## config.mk

```make
export PLATFORM = sky130hd
export DESIGN_NAME = nco_voice_sched_flat
export DESIGN_NICKNAME = d
export VERILOG_FILES = /design/src/rtl/nco_pkg.sv /design/src/rtl/nco_voice_sched_if.sv /design/src/rtl/nco_frq_regs.sv /design/src/rtl/nco_voice_sched.sv /design/src/flat_wrapper.sv
export SDC_FILE = /design/constraint.sdc
export NUM_CORES = 1
export LEC_CHECK = 0
export CAP_MARGIN = 20
export CORE_ASPECT_RATIO = 1.75
export CORE_UTILIZATION = 65
export DETAILED_ROUTE_END_ITERATION = 16
export PLACE_DENSITY = 0.86
export SYNTH_ARGS = -nofsm -noshare
export SYNTH_HDL_FRONTEND = slang
export SYNTH_SLANG_ARGS = --single-unit
```

## constraint.sdc

```tcl
create_clock -name clk -period 9.51 [get_ports clk]
set_input_delay 1.902 -clock clk [delete_from_list [all_inputs] [get_ports clk]]
set_output_delay 1.902 -clock clk [all_outputs]
set_load 0.01 [all_outputs]
```

## src/rtl/nco_pkg.sv

```systemverilog
// rtl/nco_pkg.sv - shared types and default sizes for the NCO voice scheduler
package nco_pkg;

  localparam int DSZ_DEF = 24;
  localparam int NV_DEF  = 4;
  localparam int VW_DEF  = 2;

  typedef enum logic {
    ST_IDLE = 1'b0,
    ST_RUN  = 1'b1
  } state_t;

  typedef logic [VW_DEF-1:0] voice_t;

endpackage

```

## src/rtl/nco_voice_sched_if.sv

```systemverilog
// rtl/nco_voice_sched_if.sv - control/sample bundle between register path and voice scheduler
interface nco_voice_sched_if
  import nco_pkg::*;
#(
  parameter int dsz = DSZ_DEF,
  parameter int VW  = VW_DEF
);

  logic           ena;
  logic           wr_stb;
  logic [VW-1:0]  wr_addr;
  logic [dsz-1:0] wr_frq;
  logic           phs_clr;
  logic [dsz-1:0] phs;
  logic           phs_vld;
  logic [VW-1:0]  phs_voice;
  logic           busy;
  logic           ovr;

  modport master (
    output ena, wr_stb, wr_addr, wr_frq, phs_clr,
    input  phs, phs_vld, phs_voice, busy, ovr
  );

  modport slave (
    input  ena, wr_stb, wr_addr, wr_frq, phs_clr,
    output phs, phs_vld, phs_voice, busy, ovr
  );

endinterface

```

## src/rtl/nco_frq_regs.sv

```systemverilog
// rtl/nco_frq_regs.sv - per-voice frequency word file, one sync write port, one comb read port
module nco_frq_regs
  import nco_pkg::*;
#(
  parameter int dsz = DSZ_DEF,
  parameter int NV  = NV_DEF,
  parameter int VW  = VW_DEF
) (
  input  logic           clk,
  input  logic           reset,
  input  logic           wr_en,
  input  logic [VW-1:0]  wr_addr,
  input  logic [dsz-1:0] wr_data,
  input  logic [VW-1:0]  rd_addr,
  output logic [dsz-1:0] rd_data
);

  logic [dsz-1:0] mem [NV];

  always_ff @(posedge clk) begin
    if (reset) begin
      for (int i = 0; i < NV; i++) mem[i] <= '0;
    end else if (wr_en) begin
      mem[wr_addr] <= wr_data;
    end
  end

  // read sees the pre-edge contents, so a same-cycle write only affects later rounds
  assign rd_data = mem[rd_addr];

endmodule

```

## src/rtl/nco_voice_sched.sv

```systemverilog
// rtl/nco_voice_sched.sv - one shared phase adder walked across all voices on each sample tick
module nco_voice_sched
  import nco_pkg::*;
#(
  parameter int dsz = DSZ_DEF,
  parameter int NV  = NV_DEF,
  parameter int VW  = VW_DEF
) (
  input  logic               clk,
  input  logic               reset,
  nco_voice_sched_if.slave   bus
);

  state_t         state, state_nxt;
  logic [VW-1:0]  v, v_nxt;
  logic           busy_nxt;
  logic           ovr_nxt;
  logic           upd;
  logic [dsz-1:0] phase [NV];
  logic [dsz-1:0] frq_rd;
  logic [dsz-1:0] sum;

  nco_frq_regs #(
    .dsz (dsz),
    .NV  (NV),
    .VW  (VW)
  ) u_frq (
    .clk     (clk),
    .reset   (reset),
    .wr_en   (bus.wr_stb),
    .wr_addr (bus.wr_addr),
    .wr_data (bus.wr_frq),
    .rd_addr (v),
    .rd_data (frq_rd)
  );

  assign sum = phase[v] + frq_rd;

  always_comb begin
    state_nxt = state;
    v_nxt     = v;
    busy_nxt  = 1'b0;
    ovr_nxt   = 1'b0;
    upd       = 1'b0;
    if (bus.phs_clr) begin
      // clear aborts any round and swallows a coincident tick
      state_nxt = ST_IDLE;
      v_nxt     = '0;
    end else begin
      case (state)
        ST_IDLE: begin
          if (bus.ena) begin
            state_nxt = ST_RUN;
            v_nxt     = '0;
            busy_nxt  = 1'b1;
          end
        end
        ST_RUN: begin
          upd      = 1'b1;
          busy_nxt = 1'b1;
          ovr_nxt  = bus.ena;
          v_nxt    = v + 1'b1;
          if (v == VW'(NV - 1)) state_nxt = ST_IDLE;
        end
        default: state_nxt = ST_IDLE;
      endcase
    end
  end

  always_ff @(posedge clk) begin
    if (reset) begin
      state <= ST_IDLE;
      v     <= '0;
    end else begin
      state <= state_nxt;
      v     <= v_nxt;
    end
  end

  always_ff @(posedge clk) begin
    if (reset || bus.phs_clr) begin
      for (int i = 0; i < NV; i++) phase[i] <= '0;
    end else if (upd) begin
      phase[v] <= sum;
    end
  end

  always_ff @(posedge clk) begin
    if (reset) begin
      bus.phs       <= '0;
      bus.phs_voice <= '0;
      bus.phs_vld   <= 1'b0;
      bus.busy      <= 1'b0;
      bus.ovr       <= 1'b0;
    end else begin
      bus.phs_vld <= upd;
      bus.busy    <= busy_nxt;
      bus.ovr     <= ovr_nxt;
      if (upd) begin
        bus.phs       <= sum;
        bus.phs_voice <= v;
      end
    end
  end

endmodule

```

## src/flat_wrapper.sv

```systemverilog
// flat-port wrapper written by rule: the top's interface ports become plain ports
module nco_voice_sched_flat import nco_pkg::*;
#(
  parameter int dsz = DSZ_DEF,
  parameter int NV  = NV_DEF,
  parameter int VW  = VW_DEF
)
  (clk, reset, bus_ena, bus_wr_stb, bus_wr_addr, bus_wr_frq, bus_phs_clr, bus_phs, bus_phs_vld, bus_phs_voice, bus_busy, bus_ovr);
  nco_voice_sched_if #(.dsz(dsz), .VW(VW)) bus_i ();
  input  logic clk;
  input  logic reset;
  input wire logic [$bits(bus_i.ena)-1:0] bus_ena;
  input wire logic [$bits(bus_i.wr_stb)-1:0] bus_wr_stb;
  input wire logic [$bits(bus_i.wr_addr)-1:0] bus_wr_addr;
  input wire logic [$bits(bus_i.wr_frq)-1:0] bus_wr_frq;
  input wire logic [$bits(bus_i.phs_clr)-1:0] bus_phs_clr;
  output wire logic [$bits(bus_i.phs)-1:0] bus_phs;
  output wire logic [$bits(bus_i.phs_vld)-1:0] bus_phs_vld;
  output wire logic [$bits(bus_i.phs_voice)-1:0] bus_phs_voice;
  output wire logic [$bits(bus_i.busy)-1:0] bus_busy;
  output wire logic [$bits(bus_i.ovr)-1:0] bus_ovr;
  assign bus_i.ena = bus_ena;
  assign bus_i.wr_stb = bus_wr_stb;
  assign bus_i.wr_addr = bus_wr_addr;
  assign bus_i.wr_frq = bus_wr_frq;
  assign bus_i.phs_clr = bus_phs_clr;
  assign bus_phs = bus_i.phs;
  assign bus_phs_vld = bus_i.phs_vld;
  assign bus_phs_voice = bus_i.phs_voice;
  assign bus_busy = bus_i.busy;
  assign bus_ovr = bus_i.ovr;
  nco_voice_sched #(.dsz(dsz), .NV(NV), .VW(VW)) u_core (.clk(clk), .reset(reset), .bus(bus_i));
endmodule
```

# Word level (Yosys, flattened, before mapping)
# Memories as Yosys holds them, arrays and structs flattened. A register that Yosys moved wholly into a read port is not among the register bits.
# Index checks and enable logic that the tools add are counted.
# word_totals
register_bits,32
latchBits,0
ramBits,192
mem_bits_ro,0
out_inout_bits,29
word_cells,47
mem_count,2
# op_classes
add_sub_neg,2
mul,0
n_div,0
n_lt_le_gt_ge,0
n_eq_ne,2
shift,0
n_mux,28
bitwise,1
reduce_logical,5
# mem_list
name,depth,width,read_ports,rd_clocked_by_memory_dff,wr,line_no,source
u_core.phase,4,24,1,1,4,nco_voice_sched.sv:19,logic [dsz-1:0] phase [NV];
u_core.u_frq.mem,4,24,1,1,4,nco_frq_regs.sv:18,logic [dsz-1:0] mem [NV];
# ops
cell,count
$mux W24,2
$reduce_or A24 Y1,2
$add A24 B24 Y24,1
$mux W1,16
$mux W2,7
$pmux W1 S2,2
$pmux W2 S2,1
$reduce_or A3 Y1,1
$add A2 B1 Y2 const B,1
$eq A2 B2 Y1 const B,1
$ne A2 B2 Y1 const B,1
$reduce_or A2 Y1,1
$logic_or A1 B1 Y1,1
$not A1 Y1,1

# Depth between registers and ports, before layout
# depth
word_depth,7
mapped_depth,11
ltp_nobuf,9

# By module
# A second synthesis with hierarchy kept.
# unflattened
cells_unflattened,824
area_unflattened_um2,10856.7
# by_module_without_submodules
module,instances,cells_each,area_each_um2,seq_area_each_um2
nco_voice_sched,1,583,6561.3,3563.4
nco_frq_regs,1,241,4295.4,2882.8

# Worst setup path after synthesis
# OpenSTA, ideal clock, no wires.
# synth_timing
path_kind,input-to-reg
from,input port bus_wr_addr[1]
to,memory u_core.u_frq.mem[2][0] in the netlist's numbering (enable)
setup_time_ns,0.438
arrival_time_ns,3.670
required_ns,9.072
setup_slack_ns,5.401
path_stages,2
n_path_buf,0
cell_sequence,nand2_1 > o21ai_0
# synth_rtl
element,line_no,source
start: declaration,flat_wrapper.sv:14,input wire logic [$bits(bus_i.wr_addr)-1:0] bus_wr_addr;
end: declaration,nco_frq_regs.sv:18,

==> impl_metrics.yaml <==
routing:
  ant_nets: 0
  post-route-drc-count: 0
  post_drt_wl_per_cell_um: 25.0
  firstDrtPassIters: 5
  drtIter0Drc: 673
  via_count: 7131
  wirelength_um: 26700
  viasPerCell: 6.68
synth:
  syn_nets: 871
  ys_top_cells_by_count: "edfxtp_1 (192), and2_1 (102), nor2_1 (91)"
  synth_compound_area_frac: 0.0742
  synth_top_family_by_area: "simple AND/OR/NAND/NOR gates"
  synth_fa_ha_area_frac: 0.0300
  synth_cell_type_count: 61
  async_reset_ff_frac: 0
  synth_area_sq_mm: 0.0107
  synth_enable_flop_cells: 192
  yosys.area_share.simple: 0.155
  avgSynthCellArea_sq_um: 13.1
  synth_seq_area_share: 0.604
  ys_warn_count: 0
  synth-xor-area-share: 0.0123
  synth_top_area_frac: 0.540
  synthTopCellsByArea: "edfxtp_1 (54%), mux4_2 (9.9%), dfxtp_1 (6.4%)"
  synthMuxAreaShare: 0.103
  synth_flop_cell: "edfxtp_1"
  yosysMostFrequentCell: "edfxtp_1"
  ys_seq_elements: 226
  syn_inst: 815
  synth_top_area_cell: "edfxtp_1"
worst_setup_path:
  crit_chain: "clkdlybuf4s50_1, buf_4, inv_1, nand2_1, buf_4, or3_1, nand2_1"
  r2r_end: "u_core.phase[1][16]"
  criticalPathCategory: "primary input to flip-flop"
  ff2ff_path_depth: 8
  cp.arrival_ns: 5.13
  slowest_delay_ns: 0.89
  required_ns: 9.49
  slowest_stage: "nand2_1"
  worst-path-buf-inv: 4
  start_kind: "primary input"
  end_kind: "flip-flop"
  crit_path_start: "reset"
  worstPathMaxFanout: 39
  timing.reg2reg.setup_slack_ns: 5.06
  path_delay_family: "simple AND/OR/NAND/NOR gates"
cells_and_area:
  final_area_sq_mm: 0.0122
  final.fill_count: 947
  fin_util: 0.762
  diodes: 0
  layoutNonFillerInstCount: 1067
  drive_above_1_share: 0.124
  nets: 920
  area_growth_syn_to_layout_pct: 14.0
timing:
  setup_viol: 0
  timing.fmax_mhz: 194
  finalMaxSlewViolations: 0
  maxSlewHeadroom: 0.247
  finalSetupTns_ns: 0
  holdWs_ns: 0.449
  worst_pin_slew_ns: 1.12
  finalHoldViolCount: 0
  grt_setup_unrepaired: "no"
  period_share: 0.542
  finalWorstSetupSlack_ns: 4.36
  fin_worst_skew_ns: 0.0203
  period_needed_ns: 5.15
clock_tree:
  cts-buffers-inserted: 20
  cts_hold_buf: 0
  clock-root-buffer: "clkbuf_16"
  cts_tree: "yes"
  clk_pin_slew_worst_paths_ns: 0.07
  ctsHtreeMaxLevel: 1
  cts_setup_buffers: 0
  clk_latency_ns: 0.50
  clock-sinks: 226
  ctsResizeCount: 0
  cts_max_path_buffers: 3
global_routing:
  grt_first_pass_wirelength_um: 40300
  grt_pass1_vias: 7298
  grt_max_degree: 48
  antenna_found_initial: 0
  globalRouteOverflowTotal: 0
  track_usage: 0.325
power_and_ir_drop:
  peakVddDrop_uv: 182
  power_density_mw_per_mm2: 186
  p_leak_nw: 4.53
  p_total_mw: 2.27
die:
  start_util: 0.669
  die_h_um: 171
  num_rows: 61
  pin_count: 60
  core_area_sq_mm: 0.0160
  die_x_um: 98.8
  die-area_sq_mm: 0.0169
place:
  dpl_cell_area_sq_mm: 0.0114
  place.gp.congestion: 0.905
  post-place-ws_ns: 3.83
  port_buffers: 59
  place_inst: 1029
  hpwl_um: 18400
min_path:
  holdPathStages: 2
  min_path_type: "flip-flop to flip-flop"
  hp-start: "u_core.bus.phs[6]"
  holdPathEnd: "u_core.bus.phs[6]"
flow_run:
  max-cap-violations: 0
outcome:
  status: "finished clean"
[per-layer routing]
layer	routed length, um	up-vias	share of wire	GRT usage
met5	0	-	0	0
met4	1910	0	0.072	0.207
met3	1860	110	0.070	0.0431
met2	13800	383	0.52	0.578
met1	9100	3498	0.34	0.368
li1	-	3140	-	-
[power by group]
part / internal (mW) / switching [mW] / leakage, nW
clock: 0.488 / 0.367 / 0.328
sequential: 1.13 / 0.0207 / 2.28
combinational: 0.0979 / 0.164 / 1.91
[tightest hold or removal path: stages (launching register included)]
cell and delay (ns):
dfxtp_1 0.31, nand2_1 0.05, nand2_1 0.04
[flip-flops by register name, summed over array words and instances (netlist names), named ones only]
name / flops
u_core.phase: 96
u_core.u_frq.mem: 96
u_core.bus.phs: 24
u_core.bus.phs_voice: 2
u_core.v: 2
u_core.bus.busy: 1
u_core.bus.ovr: 1
u_core.bus.phs_vld: 1
u_core.state: 1
[layout make-up]
cell class,count,area (sq um),area share
Sequential cell,226,6450,0.531
Multi-Input combinational cell,533,4020,0.330
Timing Repair Buffer,71,716,0.0589
Inverter,12,45.0,0.00371
Tap cell,189,236,0.0195
Clock buffer,26,576,0.0473
Clock inverter,10,115,0.00947
[cell usage in the layout (no fill, tap or decap), types with 7 or more instances in the layout]
cell type,instances
edfxtp_1,192
and2_1,102
nor2_1,91
clkdlybuf4s50_1,59
nand2_1,56
mux4_2,47
a21oi_1,33
dfxtp_1,32
o21ai_0,25
ha_1,24
clkbuf_16,22
nor3_1,20
nand3_1,12
inv_1,11
a21o_1,11
buf_4,9
o21a_1,8
xnor2_1,8
xor2_1,7
[worst max-delay path by stage]
| stage | end | slack [ns] | cells past startpoint |
|---|---|---|---|
| 4_1_cts | u_core.phase[1][7] | 4.30 | 8 |
| 3_3_place_gp | u_core.phase[1][6] | 3.96 | 8 |
| 6_report | u_core.phase[0][5] | 4.36 | 7 |
| 3_5_place_dp | u_core.phase[2][7] | 3.83 | 6 |
| 5_1_grt | u_core.phase[0][10] | 4.15 | 7 |
| 2_1_floorplan | u_core.u_frq.mem[2][0] | 5.40 | 2 |
[logic make-up after synthesis]
family,after synthesis
buf+inv,56
flops,226
mux,51
simple gates,323
fa+ha+maj,25
xor+xnor,15
compound gates,119
Note: power is estimated with default switching activity, not from simulation.
